**src/rtl/conway_pkg.sv**
```systemverilog
// Shared types for the Conway generation sweeper: cell/window widths,
// the sweep FSM state encoding and the row/word index types.
package conway_pkg;

    localparam int WORD_LEN = 20;
    localparam int WIN_LEN  = 22;

    typedef enum logic [2:0] {
        IDLE   = 3'd0,
        RD_TOP = 3'd1,
        RD_MID = 3'd2,
        RD_BOT = 3'd3,
        CAPT   = 3'd4,
        EMIT   = 3'd5,
        FIN    = 3'd6
    } state_t;

    typedef logic [15:0] row_idx_t;
    typedef logic [15:0] word_idx_t;

endpackage

```
**src/rtl/conway_window_regs.sv**
```systemverilog
// Three row lanes (top/mid/bot), each holding P (word c-2), Q (word c-1)
// and N (word c). Windows are assembled combinationally so they are valid
// as soon as the third capture has landed.
//   window[0]    = P bit 19 (left neighbour column)
//   window[20:1] = Q        (the word being computed)
//   window[21]   = N bit 0  (right neighbour column)
module conway_window_regs
    import conway_pkg::*;
(
    input  logic                clk,
    input  logic                reset_n,
    input  logic                clr,
    input  logic                shift,
    input  logic                cap_top,
    input  logic                cap_mid,
    input  logic                cap_bot,
    input  logic [WORD_LEN-1:0] cap_data,
    output logic [WIN_LEN-1:0]  top_row,
    output logic [WIN_LEN-1:0]  middle_row,
    output logic [WIN_LEN-1:0]  bottom_row
);

    // lane index: 0 = top, 1 = middle, 2 = bottom
    logic [2:0][WORD_LEN-1:0] p_q;
    logic [2:0][WORD_LEN-1:0] q_q;
    logic [2:0][WORD_LEN-1:0] n_q;

    // Clear wins over shift, shift wins over capture; the controller never
    // asks for a capture and a shift in the same cycle.
    always_ff @(posedge clk or negedge reset_n) begin
        if (!reset_n) begin
            p_q <= '0;
            q_q <= '0;
            n_q <= '0;
        end else if (clr) begin
            p_q <= '0;
            q_q <= '0;
            n_q <= '0;
        end else if (shift) begin
            p_q <= q_q;
            q_q <= n_q;
        end else begin
            if (cap_top) n_q[0] <= cap_data;
            if (cap_mid) n_q[1] <= cap_data;
            if (cap_bot) n_q[2] <= cap_data;
        end
    end

    assign top_row    = {n_q[0][0], q_q[0], p_q[0][WORD_LEN-1]};
    assign middle_row = {n_q[1][0], q_q[1], p_q[1][WORD_LEN-1]};
    assign bottom_row = {n_q[2][0], q_q[2], p_q[2][WORD_LEN-1]};

endmodule

```
**src/rtl/conway_sweep_ctrl.sv**
```systemverilog
// One Game of Life generation per start pulse: reads the source grid three
// rows at a time, feeds 22-bit windows to the external combinational array
// and writes each 20-bit result word to the destination grid in ascending
// address order.
// Build option: define CONWAY_WRAP_EN for a toroidal grid (edges wrap,
// plus one prefetch column step per row); otherwise out-of-grid cells are 0.
//
// Memory handshake: rd_en/rd_addr are a single-cycle request and rd_data is
// consumed exactly one cycle later with no back-pressure; wr_en/wr_addr/
// wr_data are a single-cycle write that the destination always accepts.
module conway_sweep_ctrl
    import conway_pkg::*;
#(
    parameter int ROWS   = 16,
    parameter int WORDS  = 4,
    parameter int ADDR_W = $clog2(ROWS*WORDS)
) (
    input  logic                clk,
    input  logic                reset_n,
    input  logic                start,
    output logic                busy,
    output logic                done,
    output logic [15:0]         gen_count,
    output logic                rd_en,
    output logic [ADDR_W-1:0]   rd_addr,
    input  logic [WORD_LEN-1:0] rd_data,
    output logic                wr_en,
    output logic [ADDR_W-1:0]   wr_addr,
    output logic [WORD_LEN-1:0] wr_data,
    output logic [WIN_LEN-1:0]  top_row,
    output logic [WIN_LEN-1:0]  middle_row,
    output logic [WIN_LEN-1:0]  bottom_row,
    input  logic [WORD_LEN-1:0] result,
    output state_t              state_dbg
);

`ifdef CONWAY_WRAP_EN
    localparam logic WRAP_EN = 1'b1;
`else
    localparam logic WRAP_EN = 1'b0;
`endif

    localparam row_idx_t  LAST_ROW  = row_idx_t'(ROWS - 1);
    localparam word_idx_t LAST_COL  = word_idx_t'(WORDS);
    localparam word_idx_t LAST_WORD = word_idx_t'(WORDS - 1);

    state_t    state_q, state_d;
    row_idx_t  row_q, row_d;
    word_idx_t col_q, col_d;
    logic      pre_q, pre_d;     // prefetch step (c = -1), wrap build only
    logic [15:0] gen_q;
    logic      rd_vld_q;         // a read was issued last cycle

    logic      clr, shift, cap_top, cap_mid, cap_bot;
    logic [WORD_LEN-1:0] cap_data;

    row_idx_t  row_up, row_dn;
    word_idx_t rd_word;
    logic      word_ok, up_ok, dn_ok;

    function automatic logic [ADDR_W-1:0] mk_addr(input row_idx_t r, input word_idx_t w);
        logic [31:0] a;
        a = 32'(r) * 32'(WORDS) + 32'(w);
        return a[ADDR_W-1:0];
    endfunction

    // Neighbour rows and read word, with wrap or suppression at the edges.
    assign row_up  = (row_q == '0) ? LAST_ROW : row_q - row_idx_t'(1);
    assign row_dn  = (row_q == LAST_ROW) ? '0 : row_q + row_idx_t'(1);
    assign rd_word = pre_q ? LAST_WORD : ((col_q == LAST_COL) ? '0 : col_q);
    assign word_ok = WRAP_EN || (col_q != LAST_COL);
    assign up_ok   = word_ok && (WRAP_EN || (row_q != '0));
    assign dn_ok   = word_ok && (WRAP_EN || (row_q != LAST_ROW));

    // A suppressed read captures zero: the data bus is ignored.
    assign cap_data = rd_vld_q ? rd_data : '0;

    assign gen_count = gen_q;
    assign state_dbg = state_q;

    // Sweep state, position counters, generation counter, read-valid pipe.
    always_ff @(posedge clk or negedge reset_n) begin
        if (!reset_n) begin
            state_q  <= IDLE;
            row_q    <= '0;
            col_q    <= '0;
            pre_q    <= 1'b0;
            gen_q    <= '0;
            rd_vld_q <= 1'b0;
        end else begin
            state_q  <= state_d;
            row_q    <= row_d;
            col_q    <= col_d;
            pre_q    <= pre_d;
            rd_vld_q <= rd_en;
            if (state_q == FIN) gen_q <= gen_q + 16'd1;
        end
    end

    // Next state, memory strobes and window-register controls.
    always_comb begin
        state_d = state_q;
        row_d   = row_q;
        col_d   = col_q;
        pre_d   = pre_q;
        busy    = 1'b0;
        done    = 1'b0;
        rd_en   = 1'b0;
        rd_addr = '0;
        wr_en   = 1'b0;
        wr_addr = '0;
        wr_data = '0;
        clr     = 1'b0;
        shift   = 1'b0;
        cap_top = 1'b0;
        cap_mid = 1'b0;
        cap_bot = 1'b0;
        case (state_q)
            IDLE: begin
                if (start) begin
                    state_d = RD_TOP;
                    row_d   = '0;
                    col_d   = '0;
                    pre_d   = WRAP_EN;
                    clr     = 1'b1;
                end
            end
            RD_TOP: begin
                busy    = 1'b1;
                rd_en   = up_ok;
                rd_addr = up_ok ? mk_addr(row_up, rd_word) : '0;
                state_d = RD_MID;
            end
            RD_MID: begin
                busy    = 1'b1;
                rd_en   = word_ok;
                rd_addr = word_ok ? mk_addr(row_q, rd_word) : '0;
                cap_top = 1'b1;
                state_d = RD_BOT;
            end
            RD_BOT: begin
                busy    = 1'b1;
                rd_en   = dn_ok;
                rd_addr = dn_ok ? mk_addr(row_dn, rd_word) : '0;
                cap_mid = 1'b1;
                state_d = CAPT;
            end
            CAPT: begin
                busy    = 1'b1;
                cap_bot = 1'b1;
                state_d = EMIT;
            end
            EMIT: begin
                busy  = 1'b1;
                shift = 1'b1;
                if (!pre_q && (col_q != '0)) begin
                    wr_en   = 1'b1;
                    wr_addr = mk_addr(row_q, col_q - word_idx_t'(1));
                    wr_data = result;
                end
                if (pre_q) begin
                    pre_d   = 1'b0;
                    state_d = RD_TOP;
                end else if (col_q == LAST_COL) begin
                    if (row_q == LAST_ROW) begin
                        state_d = FIN;
                    end else begin
                        row_d   = row_q + row_idx_t'(1);
                        col_d   = '0;
                        pre_d   = WRAP_EN;
                        clr     = 1'b1;
                        state_d = RD_TOP;
                    end
                end else begin
                    col_d   = col_q + word_idx_t'(1);
                    state_d = RD_TOP;
                end
            end
            FIN: begin
                done    = 1'b1;
                state_d = IDLE;
            end
            default: state_d = IDLE;
        endcase
    end

    conway_window_regs u_win (
        .clk        (clk),
        .reset_n    (reset_n),
        .clr        (clr),
        .shift      (shift),
        .cap_top    (cap_top),
        .cap_mid    (cap_mid),
        .cap_bot    (cap_bot),
        .cap_data   (cap_data),
        .top_row    (top_row),
        .middle_row (middle_row),
        .bottom_row (bottom_row)
    );

endmodule
```
**config.mk**
```make
export PLATFORM = sky130hd
export DESIGN_NAME = conway_sweep_ctrl
export DESIGN_NICKNAME = d
export VERILOG_FILES = /design/src/rtl/conway_pkg.sv /design/src/rtl/conway_window_regs.sv /design/src/rtl/conway_sweep_ctrl.sv
export SDC_FILE = /design/constraint.sdc
export NUM_CORES = 1
export LEC_CHECK = 0
export ABC_AREA = 1
export BUFFER_PORTS_ARGS = -buffer_cell sky130_fd_sc_hd__clkbuf_2
export CAP_MARGIN = 20
export CORE_ASPECT_RATIO = 0.7
export CORE_MARGIN = 8
export CORE_UTILIZATION = 55
export DETAILED_ROUTE_END_ITERATION = 6
export PLACE_DENSITY = 0.85
export SYNTH_ARGS = -nofsm -noshare
export SYNTH_HDL_FRONTEND = slang
export SYNTH_SLANG_ARGS = --single-unit
```
**constraint.sdc**
```tcl
create_clock -name clk -period 2.7 [get_ports clk]
set_input_delay 0.27 -clock clk [delete_from_list [all_inputs] [get_ports clk]]
set_output_delay 0.27 -clock clk [all_outputs]
set_load 0.02 [all_outputs]
```
==> run_results.csv, run 1 <==
group,metric,value,unit
floorplan,fp.dieH,125.7,microns
routing,viasPerCell,5.524,
grt,grt_pass1_vias,8516,
final_layout,syn2layout_area_growth,23.00,%
routing,drc,0,
timing,fin_crit_sh,102.1,%
routing,firstDrtPassIters,6,
synthesis,synth.largest_area_cell,"dfrtp_1",
timing,slew_headroom,46.13,%
synthesis,synth_nets,1265,
final_layout,diodes,0,
cts,insertion_delay,0.43,ns
synthesis,yosysUniqueCellTypes,31,
cts,cts.sinks,175,
worst_hold_path,hold_path_class,"in2reg",
synthesis,synth_top_area_share,46.35,%
floorplan,start_util,55.69,%
grt,grt_max_degree,71,
floorplan,core,0.01697,sq mm
final_layout,stdcell_count,1622,
floorplan,design.die.area,0.02169,sq mm
critical_path,path_max_fanout,5,
floorplan,die-width,172.7,microns
synthesis,synthArstFlopShare,100.0,%
timing,worst_slack,-0.05617,ns
synthesis,yosysMostFrequentCell,"nand3_1",
cts,cts_buffer_depth,2,
placement,hpwl,18.32,mm
synthesis,synth_common_cells,"nand3_1, nand2_1, dfrtp_1",
synthesis,syn_area_per_cell,7.893,sq um
critical_path,critical_path_class,"reg2out",
timing,rsz0062_at_grt,"yes",
outcome,violations,"setup timing",
timing,fin_setup_tns,-0.1253,ns
synthesis,yosys_register_bits,175,
timing,fmax,362.8,MHz
synthesis,ys_seq_area_share,46.35,%
routing,routed_wl,26.85,mm
critical_path,required,2.43,ns
critical_path,cp-end-kind,"output pin",
floorplan,rows,40,
placement,place.gp.congestion,0.8999,
final_layout,final_nets,1446,
timing,finalSetupViolCount,3,
timing,clock_skew,0.01371,ns
final_layout,final_area,0.01162,sq mm
synthesis,syn_inst,1197,
outcome,status,"complete, but fails checks",
routing,antenna_left,0,
timing,period_needed,2.756,ns
synthesis,ys_warn_count,0,
power,fin_total_pwr,9678,uW
cts,cts_tree,"built",
synthesis,synthesis.area,0.009448,sq mm
cts,cts.clk_slew.worst_paths,0.08,ns
timing,finalHoldWorstSlack,0.1705,ns
power,p_per_area,832.8,mW/mm^2
timing,worst_pin_slew,0.8072,ns
grt,grt.total_usage,24.13,%
grt,grt_pass1_wl,43.68,mm
routing,dr.first_iter.drc_count,1080,
synthesis,yosys_most_used_dff,"dfrtp_1",
grt,antenna_found_initial,0,
power,peakVddDrop,0.4544,mV
final_layout,nFillCells,1332,
cts,cts-htree-levels,4,
routing,wire_per_inst,16.55,microns
grt,overflow,0,
placement,io_buffers,163,
placement,dpl_cell_area,0.01040,sq mm
power,leakagePower,0.006431,uW
flow_run,cap_violations,0,
routing,vias,8960,
cts,cts_root_buffer,"clkbuf_16",
critical_path,startpoint_type,"register",
final_layout,layout-drive-gt1-share,26.10,%
timing,slew_violations,0,
floorplan,io_pins,164,
critical_path,arrival,2.49,ns
timing,hold_viol_final,0,
placement,placed_cells,1547,
synthesis,synth_area_leaders,"dfrtp_1, nand3_1, nand2_1",
cts,cts_buffers,17,
synthesis,synth-edff-count,0,
## cells in the final DEF, fill, tap and decap left out, types with 12 or more instances in the layout
master	n
ha_1	12
o21ai_0	25
nand3_2	21
buf_4	69
clkbuf_16	17
nor3_1	15
nor2_1	77
nand2_1	277
clkbuf_2	158
xor2_1	21
nand3_1	309
dfrtp_2	19
dfrtp_1	156
inv_1	98
## per-stage QoR
stage,utilization [%],setup slack (ns)
6_report,68.50,-0.05617
4_1_cts,66.98,-0.01440
3_5_place_dp,61.31,0.07358
5_1_grt,68.50,-0.1766
3_3_place_gp,61.31,0.1100
2_1_floorplan,-,0.1484
## per-layer routing
| layer | GRT usage [%] | wire, microns | up-vias |
|---|---|---|---|
| li1 | - | - | 4263 |
| met1 | 33.93 | 12080 | 4300 |
| met2 | 36.89 | 12290 | 362 |
| met3 | 6.239 | 2148 | 35 |
| met4 | 5.662 | 331 | 0 |
| met5 | 0 | 0 | - |
## power breakdown
group	internal, uW	switching, uW	leakage, uW	total, uW
Clock	1250	1220	0.000292	2470
Sequential	3240	497	0.00238	3730
Combinational	1120	2350	0.00376	3470
Total	5610	4070	0.00643	9680
## worst max-delay path, cell delays in order, from the launching register on
cell and delay [ns]:
dfrtp_2 0.46, nor2_2 0.12, nand2_1 0.07, nor2_2 0.16
nand2_2 0.11, clkinv_4 0.08, nor2_4 0.03, ha_1 0.28
nand3_2 0.11, nand3_2 0.11, nand2_1 0.06, nand2_1 0.07
nand3_1 0.08, nand3_2 0.09, nand3_2 0.09, buf_8 0.14
## flip-flops by register name, summed over array words and instances (netlist names)
signal / flops
u_win.bottom_row: 22
u_win.top_row: 22
gen_count: 16
row_q: 16
rd_vld_q: 1
state_dbg: 3
col_q: 16
u_win.middle_row: 22
u_win.n_q: 57
## area by class of cell
type / count / area, sq um / area share [%]
tap: 231 / 289.0 / 2.487
sequential: 175 / 4403 / 37.89
timing repair buffer: 237 / 1473 / 12.67
clock buffer: 17 / 425.4 / 3.661
clock inverter: 15 / 168.9 / 1.453
multi-input combinational: 839 / 4447 / 38.26
inverter: 108 / 415.4 / 3.575
## cell families after synthesis
logic type	count (synthesis)	synth area share [%]
compound gates	44	2.503
xor+xnor	26	2.410
fa+ha+maj	25	3.629
buf+inv	183	9.257
flops	175	46.35
simple gates	744	35.85
## path summary, 6_finish.rpt
kind | start | endpoint | slack [ns] | cells past startpoint
hold / removal | start | state_dbg[0] | 0.17 | 3
min in group asynchronous | reset_n | gen_count[3] | 0.38 | 2
setup / recovery | row_q[10] | rd_addr[5] | -0.06 | 15
setup reg to reg | row_q[10] | u_win.n_q[46] | 0.59 | 11
max in group asynchronous | reset_n | u_win.bottom_row[19] | 1.48 | 3
hold reg to reg | u_win.bottom_row[3] | u_win.bottom_row[3] | 0.50 | 2
## what timing repair did
action	4_1_cts	5_1_grt
pin swaps	17	13
buffers inserted	18	24
gates cloned	0	0
hold endpoints to repair	65	0
hold buffers	1	0
setup endpoints to repair	8	8
resized for setup	61	31
Power figures use the tool's default switching activity.
==> inputs of run 2 (changes only) <==
ABC_AREA = default   (was 1)
==> run_results.csv, run 2 <==
group,metric,value,unit
outcome,status,"complete, but fails checks",
outcome,violations,"setup timing",
timing,fmax,336.3,MHz
synthesis,yosys_register_bits,175,
final_layout,final_area,0.01066,sq mm
routing,viasPerCell,5.803,
placement,dpl_cell_area,0.009658,sq mm
synthesis,ys_warn_count,0,
floorplan,design.die.area,0.01968,sq mm
critical_path,path_max_fanout,3,
cts,cts.sinks,175,
grt,overflow,0,
timing,rsz0062_at_grt,"yes",
final_layout,multi_input_area,0.003894,sq mm
critical_path,arrival,2.70,ns
power,peakVddDrop,0.5157,mV
timing,worst_slack,-0.2735,ns
synthesis,synthArstFlopShare,100.0,%
grt,grt.total_usage,23.89,%
floorplan,io_pins,164,
power,p_per_area,900.7,mW/mm^2
final_layout,nFillCells,1145,
routing,firstDrtPassIters,6,
routing,dr.first_iter.drc_count,821,
critical_path,r2r_start,"col_q[0]",
grt,grt_pass1_wl,38.13,mm
worst_hold_path,hold_path_class,"in2reg",
final_layout,regMostFlops,"u_win.n_q",
placement,io_buffers,163,
timing,finalSetupViolCount,6,
synthesis,synthesis.area,0.008467,sq mm
timing,slew_headroom,44.40,%
final_layout,final_nets,1193,
synthesis,synth-edff-count,0,
routing,drc,0,
synthesis,yosysMostFrequentCell,"nand2_1",
cts,cts_tree,"built",
timing,period_needed,2.973,ns
timing,slew_violations,0,
routing,wire_per_inst,18.02,microns
final_layout,layout_commonest_cell,"nand2_1",
final_layout,fin_util,69.84,%
critical_path,cp-end-kind,"output pin",
grt,grt_max_degree,75,
critical_path,reg2regPathDepth,10,
synthesis,yosys_most_used_dff,"dfrtp_1",
synthesis,synth_common_cells,"nand2_1, dfrtp_1, a21oi_1",
final_layout,layout-drive-gt1-share,27.94,%
floorplan,fp.dieH,119.8,microns
final_layout,final_cell_mix,"nand2_1, dfrtp_1, clkbuf_2, a21oi_1, nand3_1",
routing,antenna_left,0,
critical_path,required,2.43,ns
power,leakagePower,0.005096,uW
timing,worst_pin_slew,0.8340,ns
synthesis,yosysUniqueCellTypes,48,
routing,routed_wl,24.11,mm
critical_path,critical_path_class,"reg2out",
grt,antenna_found_initial,0,
final_layout,diodes,0,
cts,cts_buffers,17,
synthesis,synth_nets,1010,
critical_path,regToRegSetupSlack,0.17,ns
grt,grt_pass1_vias,7404,
cts,cts.clk_slew.worst_paths,0.08,ns
timing,fin_crit_sh,110.1,%
flow_run,cap_violations,0,
synthesis,syn_area_per_cell,8.988,sq um
floorplan,die-width,164.3,microns
cts,cts_buffer_depth,2,
floorplan,core,0.01526,sq mm
synthesis,synth_area_leaders,"dfrtp_1, nand2_1, a21oi_1",
synthesis,ys_seq_area_share,51.72,%
final_layout,regArea,0.004384,sq mm
floorplan,start_util,55.48,%
timing,hold_viol_final,0,
critical_path,crit_end,"rd_addr[4]",
cts,cts-htree-levels,4,
placement,hpwl,16.15,mm
synthesis,syn_inst,942,
power,fin_total_pwr,9600,uW
synthesis,synth_top_area_share,51.72,%
synthesis,synth.largest_area_cell,"dfrtp_1",
final_layout,syn2layout_area_growth,25.89,%
critical_path,worstReg2RegEnd,"row_q[15]",
critical_path,startpoint,"col_q[0]",
cts,insertion_delay,0.43,ns
routing,vias,7764,
critical_path,startpoint_type,"register",
floorplan,rows,38,
placement,place.gp.congestion,0.8787,
cts,cts_root_buffer,"clkbuf_16",
final_layout,largest_reg_flops,57,
timing,clock_skew,0.01653,ns
run 2: cell types whose count changed in the layout (fill, tap and decap cells not counted), sizes merged, moves of 26 or more:
cell   before  now
nand2     285  227
a21oi      11  137
nor2       92   35
and2        0   26
nand3     332   82
inv       115   27
run 2: cell type report:
type | count | area share [%]
Clock buffer | 17 | 3.991
Timing Repair Buffer | 233 | 13.77
Inverter | 18 | 0.6808
Sequential cell | 175 | 41.13
Multi-Input combinational cell | 680 | 36.53
Clock inverter | 15 | 1.549
Tap cell | 200 | 2.348
run 2: how the worst min path moves through the flow:
| stage | from | to | slack [ns] | depth (start not counted) |
|---|---|---|---|---|
| final | rd_data[18] | u_win.n_q[18] | 0.12 | 3 |
| after global routing | rd_data[9] | u_win.n_q[9] | 0.14 | 3 |
| after CTS | rd_data[15] | u_win.n_q[15] | 0.11 | 3 |
| after detailed placement | reset_n | gen_count[5] | 0.33 | 1 |
| after global placement | reset_n | u_win.top_row[10] | 0.33 | 1 |
| after floorplan | reset_n | col_q[0] | -0.03 | 0 |
run 2: repair_timing:
item                       CTS  global route
hold buffers                 1             0
hold endpoints to repair    71             0
setup endpoints to repair    7            29
setup buffers               10            13
resized for setup           33            40
cloned                       0             0
pin swaps                    9            19
run 2: cell families after synthesis:
group           Yosys count  synth area share (%)
simple gates            438                 24.34
flops                   175                 51.72
compound gates          168                 10.39
buf+inv                  87                 4.374
xor+xnor                 46                 4.758
fa+ha+maj                26                 4.167
mux                       2                0.2512
run 2: layer usage:
metal / wire, microns / global-route usage (%) / part of all wire [%]
met4: 464 / 5.549 / 1.9
met2: 11160 / 36.92 / 46
met1: 10060 / 33.51 / 42
met5: 0 / 0 / 0
met3: 2430 / 5.816 / 10
run 2: critical path: stages (launching register included):
cell and delay, ns:
dfrtp_1 0.40, inv_2 0.08, ha_4 0.13, nor4b_4 0.25, and4_4 0.30, nor2_4 0.06
ha_4 0.16, fa_2 0.33, xor2_1 0.16, a22oi_1 0.15, nand2_1 0.09, clkbuf_8 0.16
run 2: per-stage QoR:
| stage | setup TNS, ns | hold WS [ns] | worst slack (ns) | instances |
|---|---|---|---|---|
| after floorplan | 0 | -0.02559 | 0.02780 | 942 |
| after global placement | 0 | 0.3251 | 0.09958 | 1283 |
| after detailed placement | 0 | 0.3280 | 0.06657 | 1283 |
| after CTS | -0.9719 | 0.1141 | -0.2576 | 1326 |
| after global routing | -2.990 | 0.1382 | -0.4077 | 1338 |
| final | -1.173 | 0.1215 | -0.2735 | 1338 |
run 2: power by group:
group	internal (uW)	leakage [uW]	switching, uW
clock network	1320	0.000290	1150
logic	1220	0.00241	2070
registers	3270	0.00240	567
==> inputs of run 3 (changes only) <==
SYNTH_HIERARCHICAL = 1   (was default)
==> run_results.csv, run 3 <==
group,metric,value,unit
timing,finalSetupViolCount,27,
worst_hold_path,hold_path_class,"in2reg",
synthesis,yosys_most_used_dff,"dfrtp_1",
critical_path,cp-end-kind,"output pin",
critical_path,path_buf_inv,2,
routing,drc,0,
timing,hold_viol_final,0,
final_layout,layout-drive-gt1-share,33.05,%
cts,insertion_delay,0.42,ns
cts,cts_buffer_depth,2,
timing,worst_slack,-0.2848,ns
power,p_per_area,914.3,mW/mm^2
timing,period_needed,2.985,ns
timing,fmax,335.0,MHz
synthesis,yosys_register_bits,175,
synthesis,synth-edff-count,0,
timing,fin_setup_tns,-1.662,ns
floorplan,fp.dieH,124.2,microns
synthesis,syn_inst,847,
routing,dr.first_iter.drc_count,643,
grt,grt_max_degree,95,
synthesis,synthArstFlopShare,100.0,%
critical_path,arrival,2.71,ns
power,fin_total_pwr,10450,uW
outcome,violations,"setup timing",
timing,clock_skew,0.01347,ns
floorplan,io_pins,164,
cts,cts.clk_slew.worst_paths,0.08,ns
cts,cts_buffers,17,
flow_run,cap_violations,0,
placement,hpwl,15.20,mm
cts,cts_tree,"built",
timing,finalHoldWorstSlack,0.1964,ns
critical_path,startpoint_type,"register",
critical_path,critical_path_class,"reg2out",
synthesis,ys_seq_area_share,47.63,%
synthesis,synth_common_cells,"dfrtp_1, mux2i_1, nor2_1",
synthesis,ys_warn_count,6,
grt,grt.total_usage,20.93,%
floorplan,design.die.area,0.02118,sq mm
placement,place.gp.congestion,0.8556,
timing,slew_headroom,38.25,%
synthesis,synth_nets,915,
critical_path,required,2.43,ns
final_layout,nFillCells,1136,
grt,antenna_found_initial,0,
floorplan,core,0.01635,sq mm
power,leakagePower,0.005658,uW
synthesis,synthesis.area,0.009195,sq mm
final_layout,diodes,0,
cts,cts.sinks,175,
synthesis,synth_top_area_share,47.63,%
synthesis,yosysUniqueCellTypes,62,
power,peakVddDrop,0.4456,mV
floorplan,start_util,56.25,%
final_layout,largest_reg_flops,57,
synthesis,yosysMostFrequentCell,"dfrtp_1",
routing,wire_per_inst,18.60,microns
critical_path,worstPathCellList,"inv_2, ha_2, nor3b_2, nand4_1, nand2_1, ha_4, fa_2, a22oi_2, nand2_1, clkbuf_8",
final_layout,final_cell_mix,"dfrtp_1, clkbuf_2, mux2i_1, nor2_1, nand2b_1",
critical_path,path_max_fanout,4,
routing,firstDrtPassIters,5,
critical_path,regToRegSetupSlack,0.06,ns
critical_path,cp_slowest_cell,"dfrtp_1",
final_layout,syn2layout_area_growth,24.34,%
synthesis,synth.largest_area_cell,"dfrtp_1",
grt,overflow,0,
synthesis,syn_area_per_cell,10.86,sq um
timing,fin_crit_sh,110.5,%
outcome,status,"complete, but fails checks",
final_layout,final_nets,1108,
routing,vias,7091,
final_layout,regMostFlops,"u_win/n_q",
grt,grt_pass1_vias,6905,
placement,io_buffers,163,
grt,grt_pass1_wl,35.73,mm
routing,antenna_left,0,
final_layout,layout_commonest_cell,"dfrtp_1",
floorplan,rows,39,
final_layout,fin_util,69.94,%
critical_path,max_stage_delay,0.44,ns
critical_path,crit_path_frequent_cell,"nand2_1",
cts,cts_root_buffer,"clkbuf_16",
cts,cts-htree-levels,4,
floorplan,die-width,170.5,microns
routing,routed_wl,23.77,mm
synthesis,synth_area_leaders,"dfrtp_1, mux2i_1, nand2b_1",
timing,rsz0062_at_grt,"yes",
timing,slew_violations,0,
timing,worst_pin_slew,0.9243,ns
routing,viasPerCell,5.549,
critical_path,critPathTopFamily,"adder cells",
==> run 3: what timing repair did <==
item,in CTS,in global routing
resized for setup,43,116
hold endpoints to repair,50,0
cloned,0,3
setup buffers,10,8
hold buffers,1,0
setup endpoints to repair,8,29
pin swaps,17,33
==> run 3: worst register-to-register path: cells and delay by family, from the launching register on <==
family,cells,cell delay (ns)
and+or+nand+nor,3,0.66
buffers and inverters,3,0.63
DFF,1,0.43
AOI/OAI and AO/OA,1,0.42
adders and majority gates,1,0.24
muxes,1,0.18
==> run 3: cell families (layout without fill, tap and decap cells) <==
| group | Yosys count | in the layout | share of synthesized area, % |
|---|---|---|---|
| multiplexers | 125 | 125 | 13.63 |
| adder cells (fa/ha/maj) | 26 | 26 | 3.837 |
| flip-flops | 175 | 175 | 47.63 |
| AND/OR/NAND/NOR | 344 | 344 | 21.55 |
| XOR/XNOR | 43 | 43 | 4.096 |
| AO/OA/AOI/OAI | 59 | 59 | 4.137 |
| buffers and inverters | 75 | 281 | 5.116 |
==> run 3: worst paths after layout <==
path                               start  cells past startpoint            end
min reg2reg                gen_count[10]                      1  gen_count[10]
min                                start                      3   state_dbg[0]
max in group asynchronous        reset_n                      3  u_win/n_q[41]
max                             row_q[0]                     10     rd_addr[3]
max reg2reg                     row_q[0]                      9   u_win/n_q[9]
min in group asynchronous        reset_n                      2   gen_count[2]
==> run 3: layout make-up <==
| cell class | instances | area [sq um] | area share, % |
|---|---|---|---|
| Clock buffer | 17 | 425.4 | 3.721 |
| Inverter | 26 | 110.1 | 0.9630 |
| Tap cell | 225 | 281.5 | 2.462 |
| Sequential cell | 175 | 4380 | 38.31 |
| Timing Repair inverter | 3 | 22.52 | 0.1970 |
| Timing Repair Buffer | 220 | 1479 | 12.93 |
| Multi-Input combinational cell | 597 | 4589 | 40.14 |
| Clock inverter | 15 | 145.1 | 1.269 |
==> run 3: power by group <==
| group | total (uW) | switching [uW] | leakage (uW) | internal (uW) |
|---|---|---|---|---|
| Sequential | 3900 | 559 | 0.00241 | 3340 |
| Clock | 2360 | 1130 | 0.000282 | 1230 |
| Combinational | 4190 | 2440 | 0.00297 | 1750 |
| Total | 10500 | 4130 | 0.00566 | 6320 |
==> run 3: stage by stage <==
step | cell area (sq um) | instances | setup slack [ns]
floorplan | 9209 | 847 | 0.02263
global placement | 10280 | 1226 | 0.09905
detailed placement | 10280 | 1226 | 0.03835
CTS | 11110 | 1269 | -0.1978
global route | 11430 | 1278 | -0.4167
finish | 11430 | 1278 | -0.2848
==> run 3: metal layers <==
| metal | vias to the layer above | track usage (%) | wire (microns) | share of wire (%) |
|---|---|---|---|---|
| li1 | 3257 | - | - | - |
| met1 | 3527 | 29.22 | 10730 | 45 |
| met2 | 279 | 33.57 | 11250 | 47 |
| met3 | 28 | 4.022 | 1459 | 6.1 |
| met4 | 0 | 4.806 | 329 | 1.4 |
| met5 | - | 0 | 0 | 0 |
